--- src/rtl/i2c_pkg.sv ---
// Purpose: shared FSM state encoding and I2C bit-level constants for the register slave.
// Latency: n/a (types and constants only).
// Backpressure: n/a.
package i2c_pkg;

    typedef enum logic [3:0] {
        IDLE,
        ADDR,
        ADDR_ACK,
        PTR,
        PTR_ACK,
        WDATA,
        WDATA_ACK,
        RDATA,
        RDATA_ACK,
        IGNORE
    } i2c_state_t;

    localparam logic I2C_RW_READ = 1'b1;
    localparam logic I2C_ACK     = 1'b0;
    localparam logic I2C_NACK    = 1'b1;

endpackage

--- src/rtl/i2c_line_filter.sv ---
// Purpose: synchronise an asynchronous pad, reject glitches shorter than FILTER_LEN clocks, flag edges.
// Latency: SYNC_STAGES + FILTER_LEN + 1 clocks from a pad edge to line_f / line_rise / line_fall.
// Backpressure: none; the pad is sampled every clock.
module i2c_line_filter #(
    parameter int SYNC_STAGES = 2,
    parameter int FILTER_LEN  = 3
) (
    input  logic clk,
    input  logic rst,
    input  logic pad_in,
    output logic line_f,
    output logic line_rise,
    output logic line_fall
);

    logic [SYNC_STAGES-1:0] sync_q, sync_d;
    logic [FILTER_LEN-1:0]  hist_q, hist_d;
    logic                   line_q, line_d;
    logic                   rise_q, rise_d;
    logic                   fall_q, fall_d;

    // Shift the synchroniser and history; accept a new level only when the whole history agrees.
    always_comb begin
        sync_d = {sync_q[SYNC_STAGES-2:0], pad_in};
        hist_d = FILTER_LEN'({hist_q, sync_q[SYNC_STAGES-1]});
        line_d = line_q;
        rise_d = 1'b0;
        fall_d = 1'b0;
        if ((&hist_q) && !line_q) begin
            line_d = 1'b1;
            rise_d = 1'b1;
        end else if (!(|hist_q) && line_q) begin
            line_d = 1'b0;
            fall_d = 1'b1;
        end
    end

    // State register; reset assumes an idle (pulled-up) bus.
    always_ff @(posedge clk) begin
        if (rst) begin
            sync_q <= '1;
            hist_q <= '1;
            line_q <= 1'b1;
            rise_q <= 1'b0;
            fall_q <= 1'b0;
        end else begin
            sync_q <= sync_d;
            hist_q <= hist_d;
            line_q <= line_d;
            rise_q <= rise_d;
            fall_q <= fall_d;
        end
    end

    assign line_f    = line_q;
    assign line_rise = rise_q;
    assign line_fall = fall_q;

endmodule

--- src/rtl/i2c_reg_slave.sv ---
// Purpose: oversampled I2C slave exposing NUM_CH 8-bit registers (with write strobes) to the PWM bank.
// Latency: register/strobe update 1 CLK after the filtered SCL fall that opens the data ACK slot.
// Backpressure: none; no clock stretching, the master must respect the minimum SCL high/low times.
module i2c_reg_slave
    import i2c_pkg::*;
#(
    parameter logic [6:0] SLAVE_ADDR  = 7'h55,
    parameter int         NUM_CH      = 4,
    parameter int         SYNC_STAGES = 2,
    parameter int         FILTER_LEN  = 3,
    parameter logic [7:0] RESET_VAL   = 8'h00
) (
    input  logic                CLK,
    input  logic                RST,
    input  logic                SCL_IN,
    input  logic                SDA_IN,
    output logic                SDA_OE,
    output logic [NUM_CH*8-1:0] PWM_INTERFACE,
    output logic [NUM_CH-1:0]   WR_STROBE
);

    localparam int PW = (NUM_CH > 1) ? $clog2(NUM_CH) : 1;

    logic scl_f, scl_rise, scl_fall;
    logic sda_f, sda_rise, sda_fall;
    logic start_evt, stop_evt;

    i2c_state_t        state_q, state_d;
    logic [2:0]        bit_cnt_q, bit_cnt_d;
    logic              byte_done_q, byte_done_d;
    logic [7:0]        shreg_q, shreg_d;
    logic              rw_q, rw_d;
    logic              mack_q, mack_d;
    logic [PW-1:0]     ptr_q, ptr_d, ptr_inc;
    logic              sda_oe_q, sda_oe_d;
    logic [NUM_CH-1:0] wr_strobe_q, wr_strobe_d;
    logic [7:0]        regs_q [NUM_CH];
    logic [7:0]        regs_d [NUM_CH];
    logic [7:0]        rd_cur, rd_next;

    i2c_line_filter #(.SYNC_STAGES(SYNC_STAGES), .FILTER_LEN(FILTER_LEN)) u_scl_filt (
        .clk(CLK), .rst(RST), .pad_in(SCL_IN),
        .line_f(scl_f), .line_rise(scl_rise), .line_fall(scl_fall)
    );

    i2c_line_filter #(.SYNC_STAGES(SYNC_STAGES), .FILTER_LEN(FILTER_LEN)) u_sda_filt (
        .clk(CLK), .rst(RST), .pad_in(SDA_IN),
        .line_f(sda_f), .line_rise(sda_rise), .line_fall(sda_fall)
    );

    // Both lines share the same filter latency, so scl_f is coherent with the SDA edge pulses.
    assign start_evt = sda_fall && scl_f;
    assign stop_evt  = sda_rise && scl_f;
    assign ptr_inc   = (ptr_q == PW'(NUM_CH - 1)) ? '0 : ptr_q + 1'b1;
    assign rd_cur    = regs_q[ptr_q];
    assign rd_next   = regs_q[ptr_inc];

    // Protocol FSM: bus conditions first, then bit sampling on scl_rise and SDA updates on scl_fall.
    always_comb begin
        state_d     = state_q;
        bit_cnt_d   = bit_cnt_q;
        byte_done_d = byte_done_q;
        shreg_d     = shreg_q;
        rw_d        = rw_q;
        mack_d      = mack_q;
        ptr_d       = ptr_q;
        sda_oe_d    = sda_oe_q;
        wr_strobe_d = '0;
        regs_d      = regs_q;

        if (start_evt) begin
            state_d     = ADDR;
            bit_cnt_d   = 3'd0;
            byte_done_d = 1'b0;
            sda_oe_d    = 1'b0;
        end else if (stop_evt) begin
            state_d     = IDLE;
            byte_done_d = 1'b0;
            sda_oe_d    = 1'b0;
        end else begin
            case (state_q)
                ADDR, PTR, WDATA: begin
                    if (scl_rise && !byte_done_q) begin
                        shreg_d   = {shreg_q[6:0], sda_f};
                        bit_cnt_d = bit_cnt_q + 3'd1;
                        if (bit_cnt_q == 3'd7) byte_done_d = 1'b1;
                    end else if (scl_fall && byte_done_q) begin
                        // Start of the ACK slot: act on the completed byte.
                        byte_done_d = 1'b0;
                        if (state_q == ADDR) begin
                            if (shreg_q[7:1] == SLAVE_ADDR) begin
                                state_d  = ADDR_ACK;
                                rw_d     = shreg_q[0];
                                sda_oe_d = 1'b1;
                            end else begin
                                state_d = IGNORE;
                            end
                        end else if (state_q == PTR) begin
                            if ({1'b0, shreg_q} < 9'(NUM_CH)) begin
                                state_d  = PTR_ACK;
                                ptr_d    = PW'(shreg_q);
                                sda_oe_d = 1'b1;
                            end else begin
                                state_d = IGNORE;
                            end
                        end else begin
                            regs_d[ptr_q]      = shreg_q;
                            wr_strobe_d[ptr_q] = 1'b1;
                            ptr_d              = ptr_inc;
                            sda_oe_d           = 1'b1;
                            state_d            = WDATA_ACK;
                        end
                    end
                end
                ADDR_ACK: begin
                    if (scl_fall) begin
                        bit_cnt_d = 3'd0;
                        if (rw_q == I2C_RW_READ) begin
                            state_d  = RDATA;
                            shreg_d  = rd_cur;
                            sda_oe_d = ~rd_cur[7];
                        end else begin
                            state_d  = PTR;
                            sda_oe_d = 1'b0;
                        end
                    end
                end
                PTR_ACK, WDATA_ACK: begin
                    if (scl_fall) begin
                        state_d   = WDATA;
                        bit_cnt_d = 3'd0;
                        sda_oe_d  = 1'b0;
                    end
                end
                RDATA: begin
                    if (scl_rise && !byte_done_q) begin
                        bit_cnt_d = bit_cnt_q + 3'd1;
                        if (bit_cnt_q == 3'd7) byte_done_d = 1'b1;
                    end else if (scl_fall) begin
                        if (byte_done_q) begin
                            byte_done_d = 1'b0;
                            sda_oe_d    = 1'b0;
                            state_d     = RDATA_ACK;
                        end else begin
                            shreg_d  = {shreg_q[6:0], 1'b0};
                            sda_oe_d = ~shreg_q[6];
                        end
                    end
                end
                RDATA_ACK: begin
                    if (scl_rise) begin
                        mack_d = sda_f;
                    end else if (scl_fall) begin
                        if (mack_q == I2C_ACK) begin
                            ptr_d     = ptr_inc;
                            shreg_d   = rd_next;
                            sda_oe_d  = ~rd_next[7];
                            bit_cnt_d = 3'd0;
                            state_d   = RDATA;
                        end else begin
                            state_d = IGNORE;
                        end
                    end
                end
                default: begin
                end
            endcase
        end
    end

    // State and register bank flops; reset aborts any transfer and releases SDA.
    always_ff @(posedge CLK) begin
        if (RST) begin
            state_q     <= IDLE;
            bit_cnt_q   <= 3'd0;
            byte_done_q <= 1'b0;
            shreg_q     <= 8'h00;
            rw_q        <= 1'b0;
            mack_q      <= I2C_NACK;
            ptr_q       <= '0;
            sda_oe_q    <= 1'b0;
            wr_strobe_q <= '0;
            for (int k = 0; k < NUM_CH; k++) regs_q[k] <= RESET_VAL;
        end else begin
            state_q     <= state_d;
            bit_cnt_q   <= bit_cnt_d;
            byte_done_q <= byte_done_d;
            shreg_q     <= shreg_d;
            rw_q        <= rw_d;
            mack_q      <= mack_d;
            ptr_q       <= ptr_d;
            sda_oe_q    <= sda_oe_d;
            wr_strobe_q <= wr_strobe_d;
            regs_q      <= regs_d;
        end
    end

    assign SDA_OE    = sda_oe_q;
    assign WR_STROBE = wr_strobe_q;

    for (genvar k = 0; k < NUM_CH; k++) begin : g_pwm
        assign PWM_INTERFACE[8*k +: 8] = regs_q[k];
    end

endmodule

--- config.mk ---
export PLATFORM = sky130hd
export DESIGN_NAME = i2c_reg_slave
export DESIGN_NICKNAME = d
export VERILOG_FILES = /design/src/rtl/i2c_pkg.sv /design/src/rtl/i2c_line_filter.sv /design/src/rtl/i2c_reg_slave.sv
export SDC_FILE = /design/constraint.sdc
export NUM_CORES = 1
export LEC_CHECK = 0
export ABC_AREA = 1
export CAP_MARGIN = 10
export CORE_MARGIN = 2
export CORE_UTILIZATION = 54
export CTS_BUF_LIST = sky130_fd_sc_hd__clkbuf_2
export DETAILED_ROUTE_END_ITERATION = 12
export GPL_TIMING_DRIVEN = 0
export HOLD_SLACK_MARGIN = 0.03
export PLACE_DENSITY = 0.77
export SLEW_MARGIN = 15
export SYNTH_ARGS = -nofsm -noshare
export SYNTH_HDL_FRONTEND = slang
export SYNTH_SLANG_ARGS = --single-unit
--- constraint.sdc ---
create_clock -name CLK -period 2.4 [get_ports CLK]
set_input_delay 0.48 -clock CLK [delete_from_list [all_inputs] [get_ports CLK]]
set_output_delay 0.48 -clock CLK [all_outputs]
set_load 0.005 [all_outputs]
==> run metrics <==
largest net degree at the start of global routing 13; Seq/Total Area, Yosys 37.70%; port bufs 39; Post-synth EDFFs 0; Post-Syn Nets 573; max_cap viols 0; drt pass-1 iters 6; Worst-Skew Late Latency 0.53 ns; status completed; Critical path buffers and inverters 4; Critical R2R Launch ptr_q[0]; Crit. Startpoint ptr_q[0]; final net count 622; fmax 0.4560 GHz; n_diodes 0; Detailed Route Iter0 Violations 300; cts hold-fix bufs 0; Fillers 629; Multi-input gate area 0.002076 mm2; Longest Clk Path Bufs 2; met1 Use GR 37.09%; IO Count 41; share of cells above drive strength 1 9.724%; WS Path Type reg -> reg; crit path capture type flop; crit path max fanout 11; worst min-delay path category in -> reg; Most Crowded Layer GR met2; worst-path cell chain buf_4, clkinvlp_4, buf_2, ha_4, inv_1, nand3_1, nand2_1, nand2_1, nand3_1, nor2_1, nor2_1; Top FF cell, synth dfxtp_1; hpwl dp 8.333 mm; sequential cell area 0.001461 mm2; Cell variety after synth 36; Slew Viols, Final 0; global route overflow 0; vias in the first global route 3601; GR Layer Usage met3 4.851%; Synth Register Bits 73; die area 0.007872 mm2; Setup Fix Bufs, Post-CTS 0; Yosys Warn Count 0; crit-path max cell delay 0.44 ns; Critical Path RT 2.85 ns; Final Instance Area 0.004531 mm2; WP data arrival 2.65 ns; CTS buffer count 9; post-route DRC violation count 0; H-tree Lvls 3; Synth Cell Area 0.003876 mm2; Async SR Flop Fraction 0%; initial antenna violation count 0; pwr/cell area 1043 mW/mm2; final wirelength 10.95 mm; most frequent cells in the layout nand2_1, nor2_1, dfxtp_1, o21ai_0, inv_1; min-delay src RST; Rows 30; synthesized area per cell 6.885 um2; DIE WIDTH 88.73 um; Pwr Total 0.004725 W; P&R area growth vs syn 16.88%; CTS root buffer clkbuf_2; CP max stage cell dfxtp_1; Hold Vio Cnt, Final 0; GRT Resource Usage Total 29.37%; global-route wire length before repair 17.58 mm; min Tclk post-route 2.193 ns; Syn Inst Count 563; commonest non-fill, non-tap cell in the layout nand2_1; Starting Density 56.43%; clock skew 0.02648 ns; grt met2 use 50.41%; vias per cell 5.487; CTS tree built; Slew headroom 66.83%; Via Count 3912; Worst-Margin Slew 0.4975 ns; DP Area 0.004387 mm2; Die Y 88.73 um; Final setup violation count 0; cell family with most CP delay buffers and inverters; Reg clk slew, reported paths 0.21 ns; maximum VDD drop 0.4207 mV; post-DR wirelength/cell 15.36 um; GP Congestion 0.9218; DRT antenna net count 0; Worst Setup Start Kind flop; Lkg Pwr 2.035 nW; clk sinks 73; RSZ-0062 raised after global routing no; Core Area 0.006869 mm2; Final period util 91.38%
==> metrics by stage <==
step	std cells	setup TNS (ns)	setup WS (ns)	hold slack (ns)	utilization [%]
after floorplan	563	0	0.2543	0.3895	-
after global placement	698	-2.126	-0.3507	0.3907	63.86
after detailed placement	698	-2.271	-0.3435	0.3961	63.86
after CTS	713	0	0.05630	0.3681	65.88
after global routing	713	0	0.005727	0.3537	65.96
final	713	0	0.2069	0.3655	65.96
==> area by class of cell <==
type	instances	share of cell area (%)
clock buffer	9	0.9942
inverter	58	4.888
timing repair buffer	39	8.616
tap	96	2.651
multi-input combinational	411	45.82
clock inverter	7	1.878
sequential	73	32.26
buffer	20	2.900
==> cell families (layout without fill, tap and decap cells) <==
kind of cell,Yosys count,after routing,synth area share [%]
buffers and inverters,79,133,9.070
adders and majority gates,6,6,1.937
AOI/OAI and AO/OA,142,142,19.88
and+or+nand+nor,263,263,31.41
DFF,73,73,37.70
==> cell usage after synthesis (4+ instances only) <==
cell,instances,area (um2)
a21oi_1,47,235.2
a21oi_2,6,52.55
clkbuf_1,12,45.04
dfxtp_1,73,1461
ha_1,6,75.07
inv_1,53,198.9
inv_2,4,15.01
nand2_1,111,416.7
nand2_2,4,25.02
nand3_1,31,155.2
nand4_1,4,25.02
nor2_1,80,300.3
nor2_8,4,80.08
nor3_1,5,25.02
nor4_1,4,25.02
o21ai_0,71,355.3
o21ai_1,7,35.03
or2_2,6,37.54
==> layer usage <==
metal,vias to the layer above,wire length [um]
met1,1784,4640
met2,161,5386
li1,1941,-
met3,26,640
met4,0,284
met5,-,0
==> timing repair <==
item,4_1_cts,5_1_grt
gates resized for setup,2,4
endpoints found under the setup margin,9,9
pin swaps,0,0
hold endpoints to repair,0,0
==> final timing paths <==
kind | end | slack, ns | cells after the start
worst max-delay path | SDA_OE | 0.21 | 11
worst min-delay path | u_scl_filt.line_fall | 0.37 | 2
worst max register to register | SDA_OE | 0.21 | 11
worst min register to register | u_scl_filt.sync_q[1] | 0.41 | 1
==> power by group <==
part           internal, W  leakage, nW  switching, W  total [W]
Combinational     0.000797         1.37       0.00167    0.00246
Clock             0.000334       0.0768      0.000448   0.000782
Sequential         0.00133        0.592      0.000149    0.00148
Total              0.00246         2.03       0.00226    0.00472
==> flip-flops by register name (all words and copies together), names as in the netlist, 2 cells and up <==
name and flops:
u_sda_filt.sync_q 2, PWM_INTERFACE 32, bit_cnt_q 3, shreg_q 8, ptr_q 2, WR_STROBE 4
u_scl_filt.hist_q 3, u_sda_filt.hist_q 3, state_q 4, u_scl_filt.sync_q 2
==> worst register-to-register path: cells and delay by family (launching register included) <==
kind	cells	cell delay, ns
adders and majority gates	1	0.36
DFF	1	0.44
buffers and inverters	4	0.77
and+or+nand+nor	6	0.55
(Power assumes the default switching activity.)
